$ cat src/rtl/snn_interfaces_pkg.sv
// Shared types for the spike-event link between the capture and convolution stages.
package snn_interfaces_pkg;

  localparam int VEC_COORD_W = 8;

  typedef struct packed {
    logic [VEC_COORD_W-1:0] x;
    logic [VEC_COORD_W-1:0] y;
  } vec2_t;

  localparam logic [1:0] CAP_IDLE     = 2'd0;
  localparam logic [1:0] CAP_FETCH    = 2'd1;
  localparam logic [1:0] CAP_PRESENT  = 2'd2;
  localparam logic [1:0] CAP_WAIT_ACK = 2'd3;

  typedef enum logic [1:0] {
    ST_IDLE     = CAP_IDLE,
    ST_FETCH    = CAP_FETCH,
    ST_PRESENT  = CAP_PRESENT,
    ST_WAIT_ACK = CAP_WAIT_ACK
  } capture_state_t;

  // Raw word layout: x in the upper half, y in the lower half.
  function automatic vec2_t unpack_raw_event(input logic [2*VEC_COORD_W-1:0] raw);
    vec2_t v;
    v.x = raw[2*VEC_COORD_W-1:VEC_COORD_W];
    v.y = raw[VEC_COORD_W-1:0];
    return v;
  endfunction

endpackage

$ cat src/rtl/snn_event_if.sv
// Producer/consumer handshake carrying one decoded spike coordinate.
interface snn_event_if;
  snn_interfaces_pkg::vec2_t event_coord;
  logic                      event_valid;
  logic                      event_ready;
  logic                      event_ack;

  modport capture (output event_coord, output event_valid,
                   input  event_ready, input  event_ack);
  modport conv    (input  event_coord, input  event_valid,
                   output event_ready, output event_ack);
endinterface

$ cat src/rtl/sat_counter.sv
// Up-counter that sticks at all-ones; a clear takes priority over an increment.
module sat_counter #(
  parameter int W = 16
) (
  input  logic         clk,
  input  logic         rst_n,
  input  logic         inc,
  input  logic         clr,
  output logic [W-1:0] q
);

  logic [W-1:0] cnt_q;
  logic [W-1:0] cnt_d;

  always_comb begin
    cnt_d = cnt_q;
    if (clr) begin
      cnt_d = '0;
    end else if (inc && (cnt_q != '1)) begin
      cnt_d = cnt_q + 1'b1;
    end
  end

  always_ff @(posedge clk or negedge rst_n) begin
    if (!rst_n) begin
      cnt_q <= '0;
    end else begin
      cnt_q <= cnt_d;
    end
  end

  assign q = cnt_q;

endmodule

$ cat src/rtl/snn_event_capture.sv
// Pops raw spike words, bounds-checks them and hands in-range coordinates to the
// convolution stage with a valid/ready transfer followed by an ack (with timeout).
module snn_event_capture
  import snn_interfaces_pkg::*;
#(
  parameter int COORD_W     = 8,
  parameter int RAW_W       = 2 * COORD_W,
  parameter int IMG_WIDTH   = 32,
  parameter int IMG_HEIGHT  = 32,
  parameter int CNT_W       = 16,
  parameter int ACK_TIMEOUT = 255
) (
  input  logic             clk,
  input  logic             rst_n,
  input  logic             enable,
  input  logic             fifo_empty,
  output logic             fifo_rd_en,
  input  logic [RAW_W-1:0] fifo_data,
  snn_event_if.capture     event_if,
  input  logic             stats_clr,
  output logic             busy,
  output logic [CNT_W-1:0] sent_count,
  output logic [CNT_W-1:0] drop_count,
  output logic             timeout_err
);

  localparam int TO_W = $clog2(ACK_TIMEOUT + 1);
  localparam logic [TO_W-1:0]    TO_LIMIT = TO_W'(ACK_TIMEOUT);
  localparam logic [COORD_W:0]   X_LIM    = (COORD_W + 1)'(IMG_WIDTH);
  localparam logic [COORD_W:0]   Y_LIM    = (COORD_W + 1)'(IMG_HEIGHT);

  capture_state_t  state_q, state_d;
  vec2_t           coord_q, coord_d;
  logic            valid_q, valid_d;
  logic [TO_W-1:0] to_cnt_q, to_cnt_d;
  logic            timeout_q, timeout_d;
  logic            sent_inc;
  logic            drop_inc;
  logic            rd_en;

  vec2_t raw_coord;
  logic  in_bounds;

  assign raw_coord = unpack_raw_event(fifo_data);
  assign in_bounds = ({1'b0, raw_coord.x} < X_LIM) && ({1'b0, raw_coord.y} < Y_LIM);

  always_comb begin
    state_d   = state_q;
    coord_d   = coord_q;
    valid_d   = valid_q;
    to_cnt_d  = to_cnt_q;
    timeout_d = timeout_q;
    sent_inc  = 1'b0;
    drop_inc  = 1'b0;
    rd_en     = 1'b0;

    case (state_q)
      ST_IDLE: begin
        if (enable && !fifo_empty) begin
          rd_en   = 1'b1;
          state_d = ST_FETCH;
        end
      end
      ST_FETCH: begin
        if (in_bounds) begin
          coord_d = raw_coord;
          valid_d = 1'b1;
          state_d = ST_PRESENT;
        end else begin
          drop_inc = 1'b1;
          state_d  = ST_IDLE;
        end
      end
      // valid_q is always high here, so ready alone marks the transfer.
      ST_PRESENT: begin
        if (event_if.event_ready) begin
          valid_d = 1'b0;
          if (event_if.event_ack) begin
            sent_inc = 1'b1;
            state_d  = ST_IDLE;
          end else begin
            to_cnt_d = '0;
            state_d  = ST_WAIT_ACK;
          end
        end
      end
      ST_WAIT_ACK: begin
        if (event_if.event_ack) begin
          sent_inc = 1'b1;
          state_d  = ST_IDLE;
        end else begin
          to_cnt_d = to_cnt_q + 1'b1;
          if (to_cnt_d == TO_LIMIT) begin
            timeout_d = 1'b1;
            state_d   = ST_IDLE;
          end
        end
      end
      default: state_d = ST_IDLE;
    endcase

    if (stats_clr) begin
      timeout_d = 1'b0;
    end
  end

  always_ff @(posedge clk or negedge rst_n) begin
    if (!rst_n) begin
      state_q   <= ST_IDLE;
      coord_q   <= '0;
      valid_q   <= 1'b0;
      to_cnt_q  <= '0;
      timeout_q <= 1'b0;
    end else begin
      state_q   <= state_d;
      coord_q   <= coord_d;
      valid_q   <= valid_d;
      to_cnt_q  <= to_cnt_d;
      timeout_q <= timeout_d;
    end
  end

  sat_counter #(.W(CNT_W)) u_sent_cnt (
    .clk   (clk),
    .rst_n (rst_n),
    .inc   (sent_inc),
    .clr   (stats_clr),
    .q     (sent_count)
  );

  sat_counter #(.W(CNT_W)) u_drop_cnt (
    .clk   (clk),
    .rst_n (rst_n),
    .inc   (drop_inc),
    .clr   (stats_clr),
    .q     (drop_count)
  );

  assign fifo_rd_en           = rd_en;
  assign busy                 = (state_q != ST_IDLE);
  assign timeout_err          = timeout_q;
  assign event_if.event_coord = coord_q;
  assign event_if.event_valid = valid_q;

endmodule

$ cat src/flat_wrapper.sv
// flat-port wrapper written by rule: the top's interface ports become plain ports
module snn_event_capture_flat import snn_interfaces_pkg::*;
#(
  parameter int COORD_W     = 8,
  parameter int RAW_W       = 2 * COORD_W,
  parameter int IMG_WIDTH   = 32,
  parameter int IMG_HEIGHT  = 32,
  parameter int CNT_W       = 16,
  parameter int ACK_TIMEOUT = 255
)
  (clk, rst_n, enable, fifo_empty, fifo_rd_en, fifo_data, stats_clr, busy, sent_count, drop_count, timeout_err, event_if_event_coord, event_if_event_valid, event_if_event_ready, event_if_event_ack);
  snn_event_if event_if_i ();
  input  logic clk;
  input  logic rst_n;
  input  logic enable;
  input  logic fifo_empty;
  output logic fifo_rd_en;
  input  logic [RAW_W-1:0] fifo_data;
  input  logic stats_clr;
  output logic busy;
  output logic [CNT_W-1:0] sent_count;
  output logic [CNT_W-1:0] drop_count;
  output logic timeout_err;
  output wire logic [$bits(event_if_i.event_coord)-1:0] event_if_event_coord;
  output wire logic [$bits(event_if_i.event_valid)-1:0] event_if_event_valid;
  input wire logic [$bits(event_if_i.event_ready)-1:0] event_if_event_ready;
  input wire logic [$bits(event_if_i.event_ack)-1:0] event_if_event_ack;
  assign event_if_event_coord = event_if_i.event_coord;
  assign event_if_event_valid = event_if_i.event_valid;
  assign event_if_i.event_ready = event_if_event_ready;
  assign event_if_i.event_ack = event_if_event_ack;
  snn_event_capture #(.COORD_W(COORD_W), .RAW_W(RAW_W), .IMG_WIDTH(IMG_WIDTH), .IMG_HEIGHT(IMG_HEIGHT), .CNT_W(CNT_W), .ACK_TIMEOUT(ACK_TIMEOUT)) u_core (.clk(clk), .rst_n(rst_n), .enable(enable), .fifo_empty(fifo_empty), .fifo_rd_en(fifo_rd_en), .fifo_data(fifo_data), .event_if(event_if_i), .stats_clr(stats_clr), .busy(busy), .sent_count(sent_count), .drop_count(drop_count), .timeout_err(timeout_err));
endmodule
$ cat config.mk
export PLATFORM = sky130hd
export DESIGN_NAME = snn_event_capture_flat
export DESIGN_NICKNAME = d
export VERILOG_FILES = /design/src/rtl/snn_interfaces_pkg.sv /design/src/rtl/snn_event_if.sv /design/src/rtl/sat_counter.sv /design/src/rtl/snn_event_capture.sv /design/src/flat_wrapper.sv
export SDC_FILE = /design/constraint.sdc
export NUM_CORES = 1
export LEC_CHECK = 0
export BUFFER_PORTS_ARGS = -buffer_cell sky130_fd_sc_hd__buf_2
export CAP_MARGIN = 15
export CORE_UTILIZATION = 57
export CTS_CLUSTER_DIAMETER = 50
export DETAILED_ROUTE_END_ITERATION = 10
export GPL_ROUTABILITY_DRIVEN = 0
export PLACE_DENSITY_LB_ADDON = 0.2
export SLEW_MARGIN = 20
export SYNTH_ARGS = -nofsm -noshare
export SYNTH_HDL_FRONTEND = slang
export SYNTH_SLANG_ARGS = --single-unit
export TNS_END_PERCENT = 50
$ cat constraint.sdc
create_clock -name clk -period 4.5 [get_ports clk]
set_input_delay 0.225 -clock clk [delete_from_list [all_inputs] [get_ports clk]]
set_output_delay 0.225 -clock clk [all_outputs]
set_load 0.01 [all_outputs]
Word-level counts from Yosys, hierarchy flattened --
Cells that the tools add are included.
Cells by class: add/sub/neg operators 3, magnitude comparators 2, muxes and demuxes 29, equal/unequal tests 13, reduce and logical (&&, ||, !) cells 18
Operators with widths (number):
- $mux W16 | 4
- $add A16 B1 Y16 const B | 2
- $ne A16 B16 Y1 const B | 2
- $mux W8 | 3
- $lt A8 B6 Y1 const B | 2
- $pmux W8 S2 | 1
- $reduce_bool A2 Y1 | 7
- $mux W1 | 12
- $mux W2 | 6
- $reduce_and A3 Y1 | 3
- $add A8 B1 Y8 const B | 1
- $eq A8 B8 Y1 const B | 1
- $ne A2 B2 Y1 const B | 4
- $pmux W2 S4 | 1
- $eq A2 B2 Y1 const B | 2
- $logic_and A1 B1 Y1 | 4
- $ne A2 B1 Y1 const B | 2
- $pmux W1 S2 | 2
- $reduce_and A4 Y1 | 1
- $ne A3 B2 Y1 const B | 1
- $eq A2 B1 Y1 const B | 1
- $logic_not A2 Y1 | 1
- $reduce_and A2 Y1 | 1
- $logic_not A1 Y1 | 1
Word-level totals: logic and storage cells 73, input port bits 23, output and inout bits 52, bits in registers 60

Longest topological paths before layout --
depth after elaboration 7, gate-level depth with buffers 7, depth with buffers taken out 6

By module --
From an unflattened synthesis, not the netlist that was laid out.
Second synthesis, totals: cell total of the unflattened synthesis 308, area, all modules 3159.3 um2
Modules (own cells, without submodules):
- sat_counter | sequential area each 400.4 um2, times used 2, cells an instance 98, area each 942.2 um2
- snn_event_capture | sequential area each 700.7 um2, times used 1, cells an instance 112, area each 1275.0 um2

Least setup slack after synthesis --
Ideal clock, no wire load.
path type flip-flop to flip-flop, from register u_core.u_drop_cnt.cnt_q[0] (netlist: u_core.u_drop_cnt.q[0]), to register u_core.u_drop_cnt.cnt_q[1] (netlist: u_core.u_drop_cnt.q[1]), stages on the path, launching flop included 7, setup time 0.132 ns, required time 4.368 ns, arrival time 1.591 ns, clock period less this slack 1.723 ns, path buffers 0, setup slack 2.777 ns, path through dfrtp_1 -> ha_1 -> nand2_1 -> or3_1 -> o21ai_2 -> mux2i_1 -> nor2_1
Between the ends: cells in the longest elaborated chain, start to end 3, elaborated cells on any way between the ends 6, those cells by class add/sub: 1; eq/ne: 1; mux: 2; reduce/logical: 2
RTL lines:
- from (decl) | line sat_counter.sv:12 | logic [W-1:0] cnt_q;
- from (signal assigned) | line sat_counter.sv:28 | cnt_q <= cnt_d;
- $add A16 B1 Y16 or $ne A16 B16 Y1 (tied branches) | line sat_counter.sv:20, sat_counter.sv:19
- $mux W16 or $logic_and A1 B1 Y1 (tied branches) | line sat_counter.sv:19 | end else if (inc && (cnt_q != '1)) begin
- $mux W16 or $reduce_bool A2 Y1 (tied branches)
Parallel ways exist; a longest one is shown, timed or not. The select of a mux whose other input is x is not followed. A chain may end at the register's enable or synchronous reset.

Final worst setup path --
from register u_core.state_q[0], to register u_core.u_drop_cnt.cnt_q[6] (netlist: u_core.u_drop_cnt.q[6])
Between the ends: cells in the longest elaborated chain, start to end 4
RTL lines:
- from (decl) | line snn_event_capture.sv:32 | capture_state_t state_q, state_d;
- from (signal assigned) | line snn_event_capture.sv:115 | state_q <= state_d;
- $eq A2 B1 Y1 | line snn_event_capture.sv:57 | case (state_q)
- $mux W1 | line snn_event_capture.sv:57
- $logic_and A1 B1 Y1 | line sat_counter.sv:19
- $reduce_bool A2 Y1 (no line)
No other way between the ends.

==> results.rst <==
.. list-table::
   :header-rows: 1

   * - Metric
     - Value
   * - Per-instance average area after synthesis
     - 9.88 um^2
   * - Post-layout minimum cycle time
     - 1910 ps
   * - Source of the worst register-to-register timing path
     - u_core.state_q[0]
   * - Maximum clock frequency
     - 0.522 GHz
   * - Rel. slew slack
     - 49.9%
   * - Most frequent cells in the layout
     - 74 x buf_2, 60 x dfrtp_1, 37 x nor2_1, 19 x nand2_1, 19 x o21ai_0
   * - Register-to-Register Path Depth
     - 5
   * - # port buffers
     - 74
   * - Crit path cell chain
     - inv_2 > a311oi_4 > o211ai_1 > or3_1 > a21oi_1
   * - Pin count of the biggest net entering global routing
     - 61
   * - Post-route total power
     - 0.00131 W
   * - Starting DRT DRC Count
     - 109
   * - Post-synthesis instance area
     - 3020 um^2
   * - Vias after detailed routing
     - 2554
   * - Number of placement rows
     - 26
   * - Die extent in y
     - 74.8 um
   * - # IOs
     - 75
   * - Total iterations of the first detailed-routing run
     - 4
   * - Register clock-pin slew on the reported worst setup and hold paths
     - 70 ps
   * - Fraction of layout instances using a drive strength above 1
     - 26.7%
   * - Post-synthesis share of cell area spent on full adders, half adders and majority gates
     - 1.65%
   * - TritonCTS sink count
     - 60
   * - Initial core utilization
     - 59.2%
   * - Core ar.
     - 5110 um^2
   * - Combinational family with the most area after synthesis
     - simple AND/OR/NAND/NOR gates
   * - Total congestion overflow
     - 0
   * - Primary FF master, synth
     - dfrtp_1
   * - Post-route antenna net violation count
     - 0
   * - DIE AREA
     - 5600 um^2
   * - Ratio of total power to cell area
     - 359 nW/um^2
   * - Clock buffer count from CTS
     - 9
   * - Simple-gate share of the synthesized area
     - 22.3%
   * - Post-synthesis mux area share
     - 5.09%
   * - Worst min path class
     - in -> async
   * - Data required time of the critical path
     - 4770 ps
   * - Worst Path Arrival
     - 2180 ps
   * - Sum of negative setup slack
     - 0 ps
   * - Layout Skew
     - 4.79 ps
   * - Final hold slack
     - 24.0 ps
   * - Netlist cell types
     - 46
   * - Final hold viol count
     - 0
   * - Buffering stage count on the worst path with inverters included
     - 1
   * - Post-Synthesis Net Count
     - 333
   * - Final Slew Violations
     - 0
   * - Total number of nets in the final design
     - 408
   * - Root Buffer Master
     - clkbuf_8
   * - Post-synth EDFFs
     - 0
   * - Synthesized netlist cell count
     - 306
   * - Crit Path Max Fanout
     - 10
   * - Number of buffers added to fix hold violations after cts
     - 0
   * - Final setup violation count
     - 0
   * - Number of inserted diodes
     - 0
   * - Instance count on the critical path
     - 5
   * - Per-cell routed wire length
     - 13.5 um
   * - Detailed placer's ending HPWL
     - 4260 um
   * - CTS tree
     - done
   * - Sort of element at the end of the critical path
     - flip-flop
   * - Proportion of synthesized chip area in sequential cells
     - 49.6%
   * - Delay of the slowest cell on the worst path
     - 530 ps
   * - Number of antenna violations at the first check in global routing
     - 0
   * - CP top delay family
     - compound AO/OA/AOI/OAI gates
   * - Via count of the first global-routing pass
     - 2236
   * - Commonest non-fill, non-tap cell in the layout
     - buf_2
   * - Signed area change from the synthesized netlist to the final layout
     - 20.4%
   * - Fraction of registers with async set/reset
     - 100%
   * - Setup Buffers After CTS
     - 0
   * - R2r setup slk
     - 2590 ps
   * - Die Span X
     - 74.8 um
   * - CTS-repair resized insts
     - 0
   * - Endpoint of the worst register-to-register path
     - u_core.u_drop_cnt.q[6]
   * - Latest clock arrival within the worst-skew pair
     - 340 ps
   * - Maximum buffer depth of the clock tree
     - 2
   * - Count of unresolved DRC violations after routing
     - 0
   * - Category of the critical setup timing path
     - reg -> reg
   * - Setup repair after global routing missed its margin
     - no
   * - Worst Tran Pin Value
     - 752 ps
   * - Outcome
     - complete, no violations
   * - Total global-route track usage
     - 23.8%
   * - Global-route wire length before repair
     - 9930 um
   * - Xor/xnor cell area share of the yosys netlist
     - 6.66%
   * - Largest cells by area after synthesis
     - dfrtp_1 50%, nor2_1 4.6%, xnor2_1 4.1%
   * - Leakage component of the power
     - 1.74 nW
   * - Compound-gate portion of the synthesized area
     - 12.1%
   * - Maximum resistive drop on vdd
     - 0.216 mV
   * - Number of fill cells in the layout
     - 391
   * - Number of warnings issued by yosys
     - 0
   * - Period utilisation layout
     - 42.5%
   * - H-Tree Depth
     - 3
   * - Synthesis-stage register bit count
     - 60
   * - Most area-hungry cell type in the Yosys netlist
     - dfrtp_1
   * - Critical-path top delay cell
     - dfrtp_1
   * - Mean number of vias per cell
     - 5.60
   * - Aggregate routed wire length
     - 6180 um
   * - Max-Cap Viols
     - 0
   * - Portion of synthesized cell area occupied by the leading cell type
     - 49.6%
   * - Startpoint types
     - flip-flop
[layer usage]
metal	track usage (%)	part of all wire [%]
met2	37.3	47
met1	31.2	47
met3	4.55	3.9
met4	13.2	2.3
met5	0	0
[synth_stat cells (all sizes together) (2+ instances only)]
cell type and count:
inv 8, mux2i 3, o211ai 3, nor2 37
mux2 11, nor2b 3, o41ai 2, nand2 19
o31ai 3, a211oi 2, nor4 4, nand4b 2
nand3 18, and4 3, dfrtp 60, nor3 4
buf 5, and3 4, and2 6, a21oi 18
o21ai 22, xnor2 14, o2111ai 2, clkbuf 6
nor3b 2, nand4 13, or3 10, ha 4
xor2 9
[where the power goes]
group          internal [W]  switching [W]
Sequential         0.000575      0.0000501
Combinational     0.0000793       0.000118
Clock              0.000258       0.000229
[sequential cells by signal, indices dropped and copies added (netlist names)]
name,cells
u_core.state_q,2
u_core.event_if.event_valid,1
u_core.u_drop_cnt.q,16
u_core.to_cnt_q,8
u_core.u_sent_cnt.q,16
u_core.event_if.event_coord,16
u_core.timeout_err,1
[layout make-up]
class                           count  area [um^2]  share of cell area (%)
Clock buffer                        9          124                    3.40
Inverter                            8         30.0                   0.825
Sequential cell                    60         1500                    41.2
Multi-Input combinational cell    227         1440                    39.7
Tap cell                           70         87.6                    2.41
Timing Repair Buffer               75          378                    10.4
Clock inverter                      7         76.3                    2.10
[cells by family after synthesis]
logic type / Yosys count
DFF: 60
adders and majority gates: 4
and+or+nand+nor: 129
muxes: 14
AOI/OAI and AO/OA: 57
xor gates and xnor gates: 23
buffers and inverters: 19
[how the worst max path moves through the flow]
| stage | start | end | slack (ps) |
|---|---|---|---|
| after floorplan | u_core.u_drop_cnt.q[0] | u_core.u_drop_cnt.q[1] | 2780 |
| after global placement | u_core.state_q[0] | u_core.u_drop_cnt.q[13] | 2650 |
| after detailed placement | u_core.state_q[0] | u_core.u_drop_cnt.q[5] | 2600 |
| after CTS | u_core.state_q[0] | u_core.u_drop_cnt.q[6] | 2580 |
| after global routing | u_core.state_q[0] | u_core.u_drop_cnt.q[6] | 2350 |
| final | u_core.state_q[0] | u_core.u_drop_cnt.q[6] | 2590 |
[metrics by stage]
stage                     utilization [%]  worst slack [ps]  area, um^2  instances
after floorplan                         -              2780        3020        306
after global placement               67.4              2650        3440        440
after detailed placement             67.4              2600        3440        440
after CTS                            71.3              2580        3640        456
after global routing                 71.3              2350        3640        456
final                                71.3              2590        3640        456
Power figures use the tool's default switching activity.
